File: config.mk
export PLATFORM = sky130hd
export DESIGN_NAME = serial_subtractor
export DESIGN_NICKNAME = d
export VERILOG_FILES = /design/src/rtl/serial_arith_pkg.sv /design/src/rtl/full_subtractor.sv /design/src/rtl/serial_subtractor.sv
export SDC_FILE = /design/constraint.sdc
export NUM_CORES = 1
export LEC_CHECK = 0
export BUFFER_PORTS_ARGS = -buffer_cell sky130_fd_sc_hd__buf_2
export CORE_MARGIN = 4
export CORE_UTILIZATION = 59
export DETAILED_ROUTE_END_ITERATION = 8
export PLACE_DENSITY_LB_ADDON = 0.12
export SETUP_SLACK_MARGIN = 0.05
export SYNTH_ARGS = -nofsm -noshare
export SYNTH_HDL_FRONTEND = slang
export SYNTH_SLANG_ARGS = --single-unit
export TNS_END_PERCENT = 30
File: constraint.sdc
create_clock -name clk -period 2.87 [get_ports clk]
set_clock_uncertainty 0.05 [all_clocks]
set_input_delay 0.287 -clock clk [delete_from_list [all_inputs] [get_ports clk]]
set_output_delay 0.287 -clock clk [all_outputs]
set_load 0.03 [all_outputs]
File: src/rtl/serial_arith_pkg.sv
// Shared definitions for the bit-serial arithmetic blocks (adder/subtractor).
// Holds the controller state encodings and the counter-width helpers.
// No logic of its own; imported by every serial arithmetic top.
package serial_arith_pkg;

  typedef enum logic [1:0] {
    ST_IDLE = 2'd0,
    ST_RUN  = 2'd1,
    ST_DONE = 2'd2
  } state_e;

  // Ceiling log2; clog2(1) == 0.
  function automatic int clog2(input int n);
    int r;
    int v;
    r = 0;
    v = n - 1;
    while (v > 0) begin
      r = r + 1;
      v = v >> 1;
    end
    return r;
  endfunction

  // Bit counter width: a 1-bit operand still needs a 1-bit counter.
  function automatic int cnt_width(input int n);
    return (clog2(n) < 1) ? 1 : clog2(n);
  endfunction

endpackage

File: src/rtl/full_subtractor.sv
// One-bit full subtractor cell: d = x - y - b_in, with borrow out.
// Latency: purely combinational, zero cycles.
// Backpressure: none; output follows inputs continuously.
module full_subtractor (
  input  logic x,
  input  logic y,
  input  logic b_in,
  output logic d,
  output logic b_out
);

  // Difference bit and borrow generated by this bit position.
  always_comb begin
    d     = x ^ y ^ b_in;
    b_out = (~x & y) | (~(x ^ y) & b_in);
  end

endmodule

File: src/rtl/serial_subtractor.sv
// Bit-serial LSB-first subtractor: diff = a - b (mod 2^WIDTH), b_out = a < b.
// Latency: start accepted at edge E0, done pulses in the cycle after edge E0+WIDTH.
// Backpressure: start is ignored while busy; results are held until the next done.
module serial_subtractor
  import serial_arith_pkg::*;
#(
  parameter int WIDTH = 8
) (
  input  logic             clk,
  input  logic             rst_n,
  input  logic             start,
  input  logic [WIDTH-1:0] a,
  input  logic [WIDTH-1:0] b,
  output logic             busy,
  output logic             done,
  output logic [WIDTH-1:0] diff,
  output logic             b_out
);

  localparam int            CW       = cnt_width(WIDTH);
  localparam logic [CW-1:0] CNT_LAST = CW'(WIDTH - 1);

  state_e           state_q, state_d;
  logic [WIDTH-1:0] a_sh_q, a_sh_d;
  logic [WIDTH-1:0] b_sh_q, b_sh_d;
  logic [WIDTH-1:0] res_q, res_d;
  logic             br_q, br_d;
  logic [CW-1:0]    cnt_q, cnt_d;
  logic             busy_q, busy_d;
  logic             done_q, done_d;
  logic [WIDTH-1:0] diff_q, diff_d;
  logic             bout_q, bout_d;

  logic             d_bit;
  logic             br_next;

  // The single arithmetic cell always works on the current LSBs.
  full_subtractor u_fs (
    .x     (a_sh_q[0]),
    .y     (b_sh_q[0]),
    .b_in  (br_q),
    .d     (d_bit),
    .b_out (br_next)
  );

  // Next-state logic: capture on accepted start, one bit per RUN cycle, publish on last bit.
  always_comb begin
    state_d = state_q;
    a_sh_d  = a_sh_q;
    b_sh_d  = b_sh_q;
    res_d   = res_q;
    br_d    = br_q;
    cnt_d   = cnt_q;
    busy_d  = busy_q;
    done_d  = 1'b0;
    diff_d  = diff_q;
    bout_d  = bout_q;

    case (state_q)
      ST_IDLE, ST_DONE: begin
        busy_d = 1'b0;
        if (state_q == ST_DONE) begin
          state_d = ST_IDLE;
        end
        if (start) begin
          state_d = ST_RUN;
          a_sh_d  = a;
          b_sh_d  = b;
          br_d    = 1'b0;
          cnt_d   = '0;
          busy_d  = 1'b1;
        end
      end
      ST_RUN: begin
        a_sh_d            = a_sh_q >> 1;
        b_sh_d            = b_sh_q >> 1;
        res_d             = res_q >> 1;
        res_d[WIDTH-1]    = d_bit;
        br_d              = br_next;
        cnt_d             = cnt_q + CW'(1);
        if (cnt_q == CNT_LAST) begin
          // The last bit lands directly in the output register via res_d.
          state_d = ST_DONE;
          busy_d  = 1'b0;
          done_d  = 1'b1;
          diff_d  = res_d;
          bout_d  = br_next;
        end
      end
      default: begin
        state_d = ST_IDLE;
        busy_d  = 1'b0;
      end
    endcase
  end

  // All state and registered outputs; reset aborts any operation in flight.
  always_ff @(posedge clk or negedge rst_n) begin
    if (!rst_n) begin
      state_q <= ST_IDLE;
      a_sh_q  <= '0;
      b_sh_q  <= '0;
      res_q   <= '0;
      br_q    <= 1'b0;
      cnt_q   <= '0;
      busy_q  <= 1'b0;
      done_q  <= 1'b0;
      diff_q  <= '0;
      bout_q  <= 1'b0;
    end else begin
      state_q <= state_d;
      a_sh_q  <= a_sh_d;
      b_sh_q  <= b_sh_d;
      res_q   <= res_d;
      br_q    <= br_d;
      cnt_q   <= cnt_d;
      busy_q  <= busy_d;
      done_q  <= done_d;
      diff_q  <= diff_d;
      bout_q  <= bout_d;
    end
  end

  assign busy  = busy_q;
  assign done  = done_q;
  assign diff  = diff_q;
  assign b_out = bout_q;

endmodule

---- After elaboration in Yosys (flattened, before gate mapping) ----
Index checks and enable logic that the tools add are counted.
cells by class
  $add $sub $neg .......................... 1
  multiply operators ...................... 0
  reduce and logical (&&, ||, !) cells .... 6
  eq/ne operators ......................... 6
  divide/modulo/power cells ............... 0
  $lt $le $gt $ge ......................... 0
  bitwise operators ....................... 7
  shift-type cells ........................ 0
  multiplexer cells ....................... 17
operators with widths
  cell                                                                    count
  8-bit one-hot mux with 2 select lines                                   2
  8-bit 2-to-1 mux                                                        2
  2-bit 2-to-1 mux                                                        3
  3-bit one-hot mux with 2 select lines                                   1
  2-bit AND reduction                                                     3
  1-bit 2-to-1 mux                                                        5
  2-bit inequality test (second input constant)                           2
  1-bit one-hot mux with 2 select lines                                   2
  2-bit one-hot mux with 2 select lines                                   1
  3-bit by 1-bit adder with 3-bit output (second input constant)          1
  3-bit equality test (second input constant)                             1
  3-bit 2-to-1 mux                                                        1
  3-bit inequality test (second input constant)                           1
  1-bit AND                                                               2
  2-bit by 1-bit equality test with 1-bit output (second input constant)  1
  2-bit equality test (second input constant)                             1
  2-bit zero test                                                         1
  1-bit inverter                                                          2
  2-bit nonzero test                                                      1
  2-bit OR reduction                                                      1
  1-bit bitwise XOR                                                       2
  1-bit bitwise OR                                                        1
storage, ports and cells
  bits in read-only memories .............. 0
  flip-flop bits (word level) ............. 41
  bits in writable memories ............... 0
  output and inout port bits .............. 11
  bits in latches ......................... 0
  memories ................................ 0

---- Depth between registers and ports, before layout ----
Gate-level depths: netlist of the first run.
  word-level depth ........................ 5
  gate-level depth with buffers ........... 6

---- Cells and area by module ----
Synthesis of the first run repeated with hierarchy kept, for this count alone.
unflattened totals
  cells, all modules ...................... 154
  area, all modules ....................... 1716.6 µm²
by module, submodules not included
  module             instances  seq. area each (µm²)  area each (µm²)  cells each
  serial_subtractor  1          1001.0                1685.4           150
  full_subtractor    1          0.0                   31.3             4

---- Worst setup path before layout of the first run ----
Ideal clock, no wire load.
  path type ............................... register to register
  start point ............................. register cnt_q[0]
  end point ............................... register diff_q[2], in the netlist diff[2]
  period minus slack after synthesis ...... 1.595 ns
  data required time ...................... 2.695 ns
  data arrival time ....................... 1.420 ns
  buffers on the path ..................... 1
  path slack .............................. 1.275 ns
  stages on the path, launching flop included .. 6
  cell sequence ........................... dfrtp_1 > ha_1 > ha_1 > nand3b_4 > buf_2 > mux2_2
between the ends
  word-level cells in the longest chain between the ends .. 2
ends and longest elaborated chain
  element                               RTL line                  RTL
  start, declared                       serial_subtractor.sv:28   logic [CW-1:0] cnt_q, cnt_d;
  start signal, assigned                serial_subtractor.sv:116  cnt_q <= cnt_d;
  3-bit equality test                   serial_subtractor.sv:81   if (cnt_q == CNT_LAST) begin
  2-bit AND reduction (no source line)  n/a
  end signal, assigned                  serial_subtractor.sv:119  diff_q <= diff_d;
  end, declared                         serial_subtractor.sv:31   logic [WIDTH-1:0] diff_q, diff_d;
No other way between the ends.
A chain may end at the register's enable or synchronous reset.

---- Worst setup path after layout of the first run ----
  start point ............................. register state_q[0]
  end point ............................... register a_sh_q[2]
between the ends
  word-level cells in the longest chain between the ends .. 4
  elaborated cells between the ends (all ways) .. 8
  classes of those cells .................. 3 x eq/ne; 1 x mux; 4 x reduce/logical
ends and longest elaborated chain
  element                                                                              RTL line                  RTL
  start, declared                                                                      serial_subtractor.sv:23   state_e state_q, state_d;
  start signal, assigned                                                               serial_subtractor.sv:111  state_q <= state_d;
  2-bit equality test / 2-bit zero test (equally long branches)                        serial_subtractor.sv:59   case (state_q)
  2-bit OR reduction                                                                   serial_subtractor.sv:59
  2-bit inequality test (no source line) / 2-bit nonzero test (equally long branches)  n/a
  2-bit AND reduction (no source line)                                                 n/a
  end signal, assigned                                                                 serial_subtractor.sv:112  a_sh_q <= a_sh_d;
  end, declared                                                                        serial_subtractor.sv:24   logic [WIDTH-1:0] a_sh_q, a_sh_d;
Parallel ways exist; a longest one is shown, timed or not.

==> results of run 1 <==
[worst min-delay path by stage]
stage | from | end | slack (ps) | cells after the start
after floorplan | rst_n | a_sh_q[0] | -60 | 0
after global placement | rst_n | b_sh_q[4] | 390 | 1
after detailed placement | rst_n | b_sh_q[5] | 390 | 1
after CTS | rst_n | a_sh_q[2] | 7 | 1
after global routing | rst_n | busy | 40 | 1
final | rst_n | busy | -10 | 1
[layout make-up]
cell class	instances	area, sq um	share of cell area, %
clock buffers	6	51.3	2.63
clock inverters	2	10.0	0.514
inverters	17	63.8	3.28
multi-input cells	75	631	32.4
flip-flops and latches	40	1000	51.4
well taps	31	38.8	1.99
repair buffers	30	153	7.84
[cell usage after synthesis (3+ instances only)]
library cell  number
a21oi_2           10
buf_2              4
dfrtp_1           40
nor2b_1            3
a21oi_1            4
inv_1             17
o21ai_0            5
o22ai_1           11
a211oi_1           3
mux2_2            17
a22o_1             4
mux2i_1            4
[cells by family (layout without fill, tap and decap cells)]
family                     Yosys count  after routing  synth area share, %
adders and majority gates            3              3                 2.57
AOI/OAI and AO/OA                   38             38                 15.2
xor gates and xnor gates             1              1                0.501
buffers and inverters               26             55                 6.72
and+or+nand+nor                     12             12                 4.51
muxes                               21             21                 13.2
DFF                                 40             40                 57.2
[layout by cell type (no fill, tap or decap), drive strengths merged]
cell | synthesis | routed
a211oi | 3 | 3
a21oi | 14 | 14
a22o | 4 | 4
and2 | 1 | 1
buf | 7 | 30
clkbuf | 2 | 6
clkinv | 0 | 2
dfrtp | 40 | 40
fa | 1 | 1
ha | 2 | 2
inv | 17 | 17
mux2 | 17 | 17
mux2i | 4 | 4
nand2 | 2 | 2
nand2b | 2 | 2
nand3 | 2 | 2
nand3b | 1 | 1
nor2 | 1 | 1
nor2b | 3 | 3
o21ai | 5 | 5
o22ai | 11 | 11
o31ai | 1 | 1
xnor2 | 1 | 1
[state kept, by name (all words and copies together), names as in the netlist]
signal,cells
a_sh_q,8
b_out,1
b_sh_q,8
br_q,1
busy,1
cnt_q,3
diff,8
done,1
res_q,7
state_q,2
[report_power, final]
group / internal [mW] / switching, mW / leakage (nW)
combinational: 0.450 / 0.532 / 0.426
sequential: 0.833 / 0.186 / 0.484
clock: 0.117 / 0.175 / 0.0380
total: 1.40 / 0.893 / 0.948
[worst reg2reg max path, stage by stage, from the launching register on]
cell and delay, ps:
dfrtp_1 680, nand2b_1 510, and2_1 620, a21oi_1 150
[metal layers]
| layer | GRT usage (%) | part of all wire (%) |
|---|---|---|
| met5 | 0 | 0 |
| met4 | 4.13 | 0.71 |
| met3 | 6.12 | 5.6 |
| met1 | 21.7 | 43 |
| met2 | 30.5 | 50 |
==> results summary, run 1 <==
The worst setup path is captured at a flop. Using the TritonRoute via totals, the vias-per-cell ratio works out to 5.54. The launching instance or port of the critical path is state_q[0]. The path length in cells of the critical path is 3. After legalization and detailed placement, the total HPWL measured 2140 um.

The run finished, with violations left. The synthesized design spends more area on one cell type than any other, namely dfrtp_1. The tree is rooted in a clkbuf_4. The final period demand of the worst path is 2120 ps. The fraction of layout instances using a drive strength above 1 came out at 38.8%. Adding up every negative setup slack in the final design gives 0 ps. After clock tree synthesis, the clock-pin slew on the worst setup and hold paths is 110 ps. The per-cell routed wire length came out at 14.8 um. The synthesis-to-layout area growth is 11.4%.

The number of hold violations in the final report is 40. The floorplan step defined a core boundary enclosing 2810 sq um. The deepest level of the CTS H-tree is 2.

The share of the cycle needed by the critical path after routing is 73.8%. Excluding fillers, the count of instances in the completed layout stands at 201. The aggregate routed wire length is 2980 um.

Input and output buffers added on the ports amount to 29. The share of the yosys chip area belonging to registers came out at 57.2%. The mean cell area of the mapped netlist came out at 12.4 sq um.

The type of origin of the critical path is a flop. The initial detailed-routing violation count came out at 63. The number of buffers and inverters on the critical path is 0.

The number of detailed-routing iterations run before antenna repair is 4. The initial core utilization is 62.4%. The data arrival at the endpoint of the critical path is 2280 ps. The cell type of the slowest stage on the worst timing path is dfrtp_1.

The area of all placed cells without fillers came out at 1950 sq um. The floorplan step defined a die boundary enclosing 3900 sq um. The actual transition at the worst max-transition pin came out at 833 ps. The repair_antennas step left the layout with diodes totalling 0. The critical-path maximum fanout is 16. The critical path ends at a_sh_q[2]. The power per unit of standard cell area came out at 1180 nW/um^2. The count of synthesis-stage warnings from yosys came out at 0.

The die width is 62.5 um. The number of setup violations in the final report is 0. The setup slack at placement is 779 ps. The overall power of the completed layout came out at 2.29 mW. The floorplan row count is 19. The number of placed instances, taps included is 193. The number of nets in the layout is 191. In this run, synthesis produced a sequential element count of 40. The initial antenna violation count came out at 0. Measured against its own limit, the worst slew margin works out to 44.5%. After clock tree synthesis, the setup repair step added 0 buffers. The clock latency at the later pin of the worst-skew pair came out at 340 ps. The clock sink total came out at 40.

The post-layout utilization of the core came out at 69.4%. The count of antenna-violating nets left after detailed routing is 0. For flop-to-flop paths, the worst setup slack is 750 ps.

The number of global-route vias before repair is 1234. The count of final max-slew check failures is 0. The total overflow left after global routing is 0. The origin of the critical flop-to-flop path is state_q[0]. Synthesis produced a netlist with a net count of 163. The critical path is of the reg -> reg type. Walking the worst path, the cells encountered are nand2b_1 > and2_1 > a21oi_1. The fraction of registers with async set or reset after synthesis came out at 100%. Across all hold checks on the routed design, the worst slack comes to -11.7 ps. The area of the mapped netlist is 1750 sq um. Setup repair after global routing left no endpoint under its margin.

The leakage component of the power came out at 0.948 nW. The quantity of hold-fixing buffers added after cts is 0. The global-route usage over all layers came out at 17.8%. The number of top-level pins came out at 30. The highest clock frequency the design can meet came out at 472 MHz. For the worst setup path, the data required time is 3030 ps.

The synthesized design devotes to its leading area cell type 57.2% of total area. The layout filler cell count came out at 206. The slack of the critical path is 752 ps. Among cell families on the critical path, the largest total delay comes from simple AND/OR/NAND/NOR gates. The clock passes through at most 2 buffers. The maximum single-stage delay on the critical path came out at 680 ps. The peak supply drop is 0.000751 V. The total via count after detailed routing is 1113. The number of enable-type register cells in the synthesized netlist came out at 0. TritonCTS built the clock tree. Post-CTS repair changed the size of 0 cells. The maximum number of pins on one net before global-route repair is 41.

The number of max-cap violations came out at 0. The worst register-to-register path ends at a_sh_q[2]. The count of cell types in the netlist is 25.

The worst hold path belongs to the class in -> async. The first global-routing pass estimated 5560 um of wire. The most used flip-flop cell after synthesis is dfrtp_1. The number of cell instances on the worst register-to-register path came out at 3. The gate count after technology mapping came out at 141. The DRC violation count after routing is 0. The checks that failed: negative hold slack. The post-detailed-placement cell area came out at 1890 sq um. By area the synthesized netlist is led by dfrtp_1 57%, mux2_2 11%, a21oi_2 5.0%, o22ai_1 3.9%, inv_1 3.6%.

The number of buffers inserted during clock tree synthesis is 5. The final weighted congestion of routability-driven global placement is 0.778. The die is 62.5 um tall.
Note: power is estimated with default switching activity, not from simulation.
==> inputs of run 2 (changes only) <==
ABC_AREA = 1   (was unset)
CORE_UTILIZATION = 55   (was 59)
clock period = 2 ns   (was 2.87 ns; I/O delays follow)
==> run 2 against run 1 <==
- the run now ends clean
- worst hold slack better by 44 ps
- global-route usage down 0.46 points
- synthesized cell count increased by 57%
- combinational power is 69% higher
- area after synthesis up 7.8%
- wire length is 12% higher
- cell area up 8.7%
- cell count is 48% higher
- fmax is 42% higher
- critical path type unchanged
==> results summary, run 2 <==
The switching power summed over all nets came out at 1.54 mW. In this run the critical register-to-register path is launched from state_q[1]. Headroom to the max-slew limit came out at 67.3%.

The post-route netlist has 21.7% of its cells at a drive strength greater than 1. The count of antenna-violating nets left after detailed routing is 0. The number of flip-flops and latches in the synthesized netlist is 40. Across all setup checks in the final design, the least slack found is 507 ps. The worst-case IR drop observed on VDD is 0.000854 V. The clock sink total came out at 40.

The core region is 3150 sq um. The type of element capturing the critical path is a flop. Summed over all failing endpoints, the final setup total negative slack is 0 ps. The run finished with clean final reports. The share of the yosys chip area belonging to registers came out at 53.1%.

The number of buffers inserted by port buffering came out at 29. The number of nets in the layout came out at 275. The fraction of registers with async set or reset after synthesis is 100%. Setup repair after global routing left no endpoint under its margin. Along the worst path, the maximum fanout reaches 19. Clock-pin slew was measured on the worst setup and hold paths at 110 ps. The number of detailed-routing iterations run before antenna repair came out at 4.

The maximum buffer depth of the clock tree is 2. Power spread over the standard cell area amounts to 1640 nW/um^2. The total overflow reported by the global router came out at 0. The number of hold violations in the final report came out at 0.

The cell at the root of the clock tree is clkbuf_4. In this run the most critical hold path is launched from a[7]. TritonCTS built the clock tree.

The internal portion of the total power is 1.93 mW. The final period demand of the worst path came out at 1490 ps. Leaving out fill and tap cells, the most frequent cells in the layout are 70 x nand2_1, 40 x inv_1, 40 x dfrtp_1.

The count of synthesis-stage warnings from yosys came out at 0. The number of max-cap violations is 0. The initial core utilization came out at 59.8%. After synthesis, the netlist uses 17 different library cells. The critical path goes through inv_2 > nand2_4 > nand2_4 > inv_4 > nand2_1 > nand2_1. The first global-routing pass estimated 5740 um of wire. The combinational cell fraction of total power came out at 47.9%. Of the total power, the share spent switching nets is 44.4%. Synthesis produced a netlist with a net count of 243. The leakage component of the power came out at 1.23 nW. The synthesis-to-layout area growth is 12.3%.

The min-delay analysis places its worst path in the category in -> reg. The aggregate routed wire length came out at 3340 um. The detail-routed via count per cell came out at 4.68. For the pin with the worst max-slew slack, the measured transition is 490 ps. The capture endpoint of the worst hold path is a_sh_q[7].

The number of global-route vias before repair came out at 1313. Measured along the x axis, the die boundary spans 66.6 um. The vertical die dimension is 66.6 um. The share of the cycle needed by the critical path after routing is 74.6%.

The worst setup path is launched from a flop. The gate count after technology mapping is 221. The initial antenna violation count is 0. The number of top-level pins came out at 30. Entering global routing, the biggest net connects 41 pins. The slowest stage of the critical path is the dfrtp_1 cell. For this block, the via count after detailed routing is 1396. The layout filler cell count is 278. The count of final max-slew check failures came out at 0. In the final layout, flip-flops and latches occupy 1000 sq um.

The detailed router finished its first iteration with 70 violations. Routability-driven placement finished with a final weighted congestion of 0.764. The clock network is responsible for 12.0% of the overall power. In this run the critical register-to-register path is captured at b_sh_q[0]. The commonest cells after synthesis are 70 x nand2_1, 40 x dfrtp_1, 40 x inv_1, 28 x nand3_1, 11 x o21ai_0. The worst setup path category is reg -> reg. In this run the number of H-tree levels came out at 2. The number of cells on the worst reg-to-reg path is 6.

Yosys instantiated no cell more often than nand2_1. The number of setup violations in the final report is 0. The floorplan row count is 20. Across all register-to-register paths, the minimum setup slack is 510 ps.

The most common cell after layout, fill and taps aside is nand2_1. The mean cell area of the mapped netlist is 8.53 sq um. The number of stages on the worst hold path came out at 3. The number of buffers inserted during clock tree synthesis came out at 5. The area of the mapped netlist came out at 1890 sq um. The DRC violation count after routing is 0.

Timing would allow up to 670 MHz. Timing analysis after detailed placement gives a worst setup slack of 526 ps. Tracing the worst setup path back leads to its startpoint at state_q[1]. The placed wire-length estimate after detailed placement is 2280 um. The die footprint came out at 4430 sq um. The fraction of post-synthesis cell area in the top cell type by area is 53.1%. The total inserted antenna cells is 0. After synthesis, the cell types taking the most area are dfrtp_1 53%, nand2_1 14%, inv_1 8.0%, nand3_1 7.4%, o21ai_2 3.7%. The most used flip-flop cell after synthesis is dfrtp_1. The maximum single-stage delay on the critical path came out at 430 ps. The sequential share of power is 40.1%. The biggest area consumer among synthesized cells is dfrtp_1. The global-route usage over all layers is 17.4%. For the worst setup path, the data arrival time is 1690 ps. The per-cell routed wire length is 11.2 um. The number of enable-type register cells in the synthesized netlist came out at 0. For the worst-skew pair, the clock arrives at the later sink with an insertion delay of 340 ps. The footprint of the multi-input gates is 648 sq um. The worst path required time is 2190 ps.
run 2: cell types whose count changed after synthesis, moves of 6 or more:
cell,previous run,this run
a21oi_2,10,0
o21ai_2,0,8
o21ai_0,5,11
nand2_1,2,70
nand3_1,2,28
mux2_2,17,0
o22ai_1,11,0
inv_1,17,40
run 2: area by class of cell:
| class | instances | area share, % |
|---|---|---|
| clock buffer | 8 | 2.78 |
| sequential | 40 | 47.3 |
| timing repair buffer | 34 | 8.87 |
| tap | 44 | 2.60 |
| inverter | 43 | 7.86 |
| multi-input combinational | 129 | 30.6 |
run 2: power groups by stage:
stage | sequential, mW | clock, mW | combinational [mW]
final | 1.39 | 0.417 | 1.66
after global placement | 1.39 | 0 | 1.64
after detailed placement | 1.41 | 0 | 1.67
after floorplan | 1.56 | 0 | 1.21
after global routing | 1.44 | 0.472 | 1.92
after CTS | 1.39 | 0.438 | 1.69
run 2: cells by family (layout without fill, tap and decap cells):
kind of cell,count (synthesis),count (layout),synth area share (%)
adders and majority gates,3,3,2.39
buffers and inverters,52,85,12.5
and+or+nand+nor,106,106,25.1
DFF,40,40,53.1
AOI/OAI and AO/OA,20,20,6.90
run 2: critical path: cells and delay by family, from the launching register on:
kind / cells / cell delay (ps)
buffers and inverters: 2 / 350
AND/OR/NAND/NOR: 4 / 560
flip-flops: 1 / 430
run 2: through the flow:
stage          power, mW  hold WS [ps]  cell area (sq um)  util, %  instances
4_1_cts             3.52          19.4               2120     67.1        298
3_5_place_dp        3.08           233               2040     64.6        288
6_report            3.47          31.9               2120     67.1        298
3_3_place_gp        3.04           234               2040     64.6        288
5_1_grt             3.83          40.1               2120     67.1        298
2_1_floorplan       2.76          -146               1890        -        221
run 2: timing repair:
item | CTS | global route
resized for setup | 0 | 0
setup endpoints to repair | 0 | 0
buffers inserted | 0 | 0
hold endpoints to repair | 41 | 0
hold buffers | 2 | 0
run 2: metal layers:
layer | global-route usage [%] | wire, um | vias to the layer above
met3 | 5.56 | 171 | 4
met4 | 5.33 | 33 | 0
met5 | 0 | 0 | -
li1 | - | - | 733
met1 | 22.5 | 1630 | 625
met2 | 27.6 | 1500 | 34
run 2: worst max-delay path by stage:
stage | slack (ps) | cells after the start | to
4_1_cts | 500 | 6 | b_sh_q[0]
2_1_floorplan | 710 | 4 | br_q
5_1_grt | 360 | 6 | cnt_q[2]
3_5_place_dp | 530 | 6 | b_sh_q[0]
3_3_place_gp | 560 | 6 | b_sh_q[5]
6_report | 510 | 6 | b_sh_q[0]
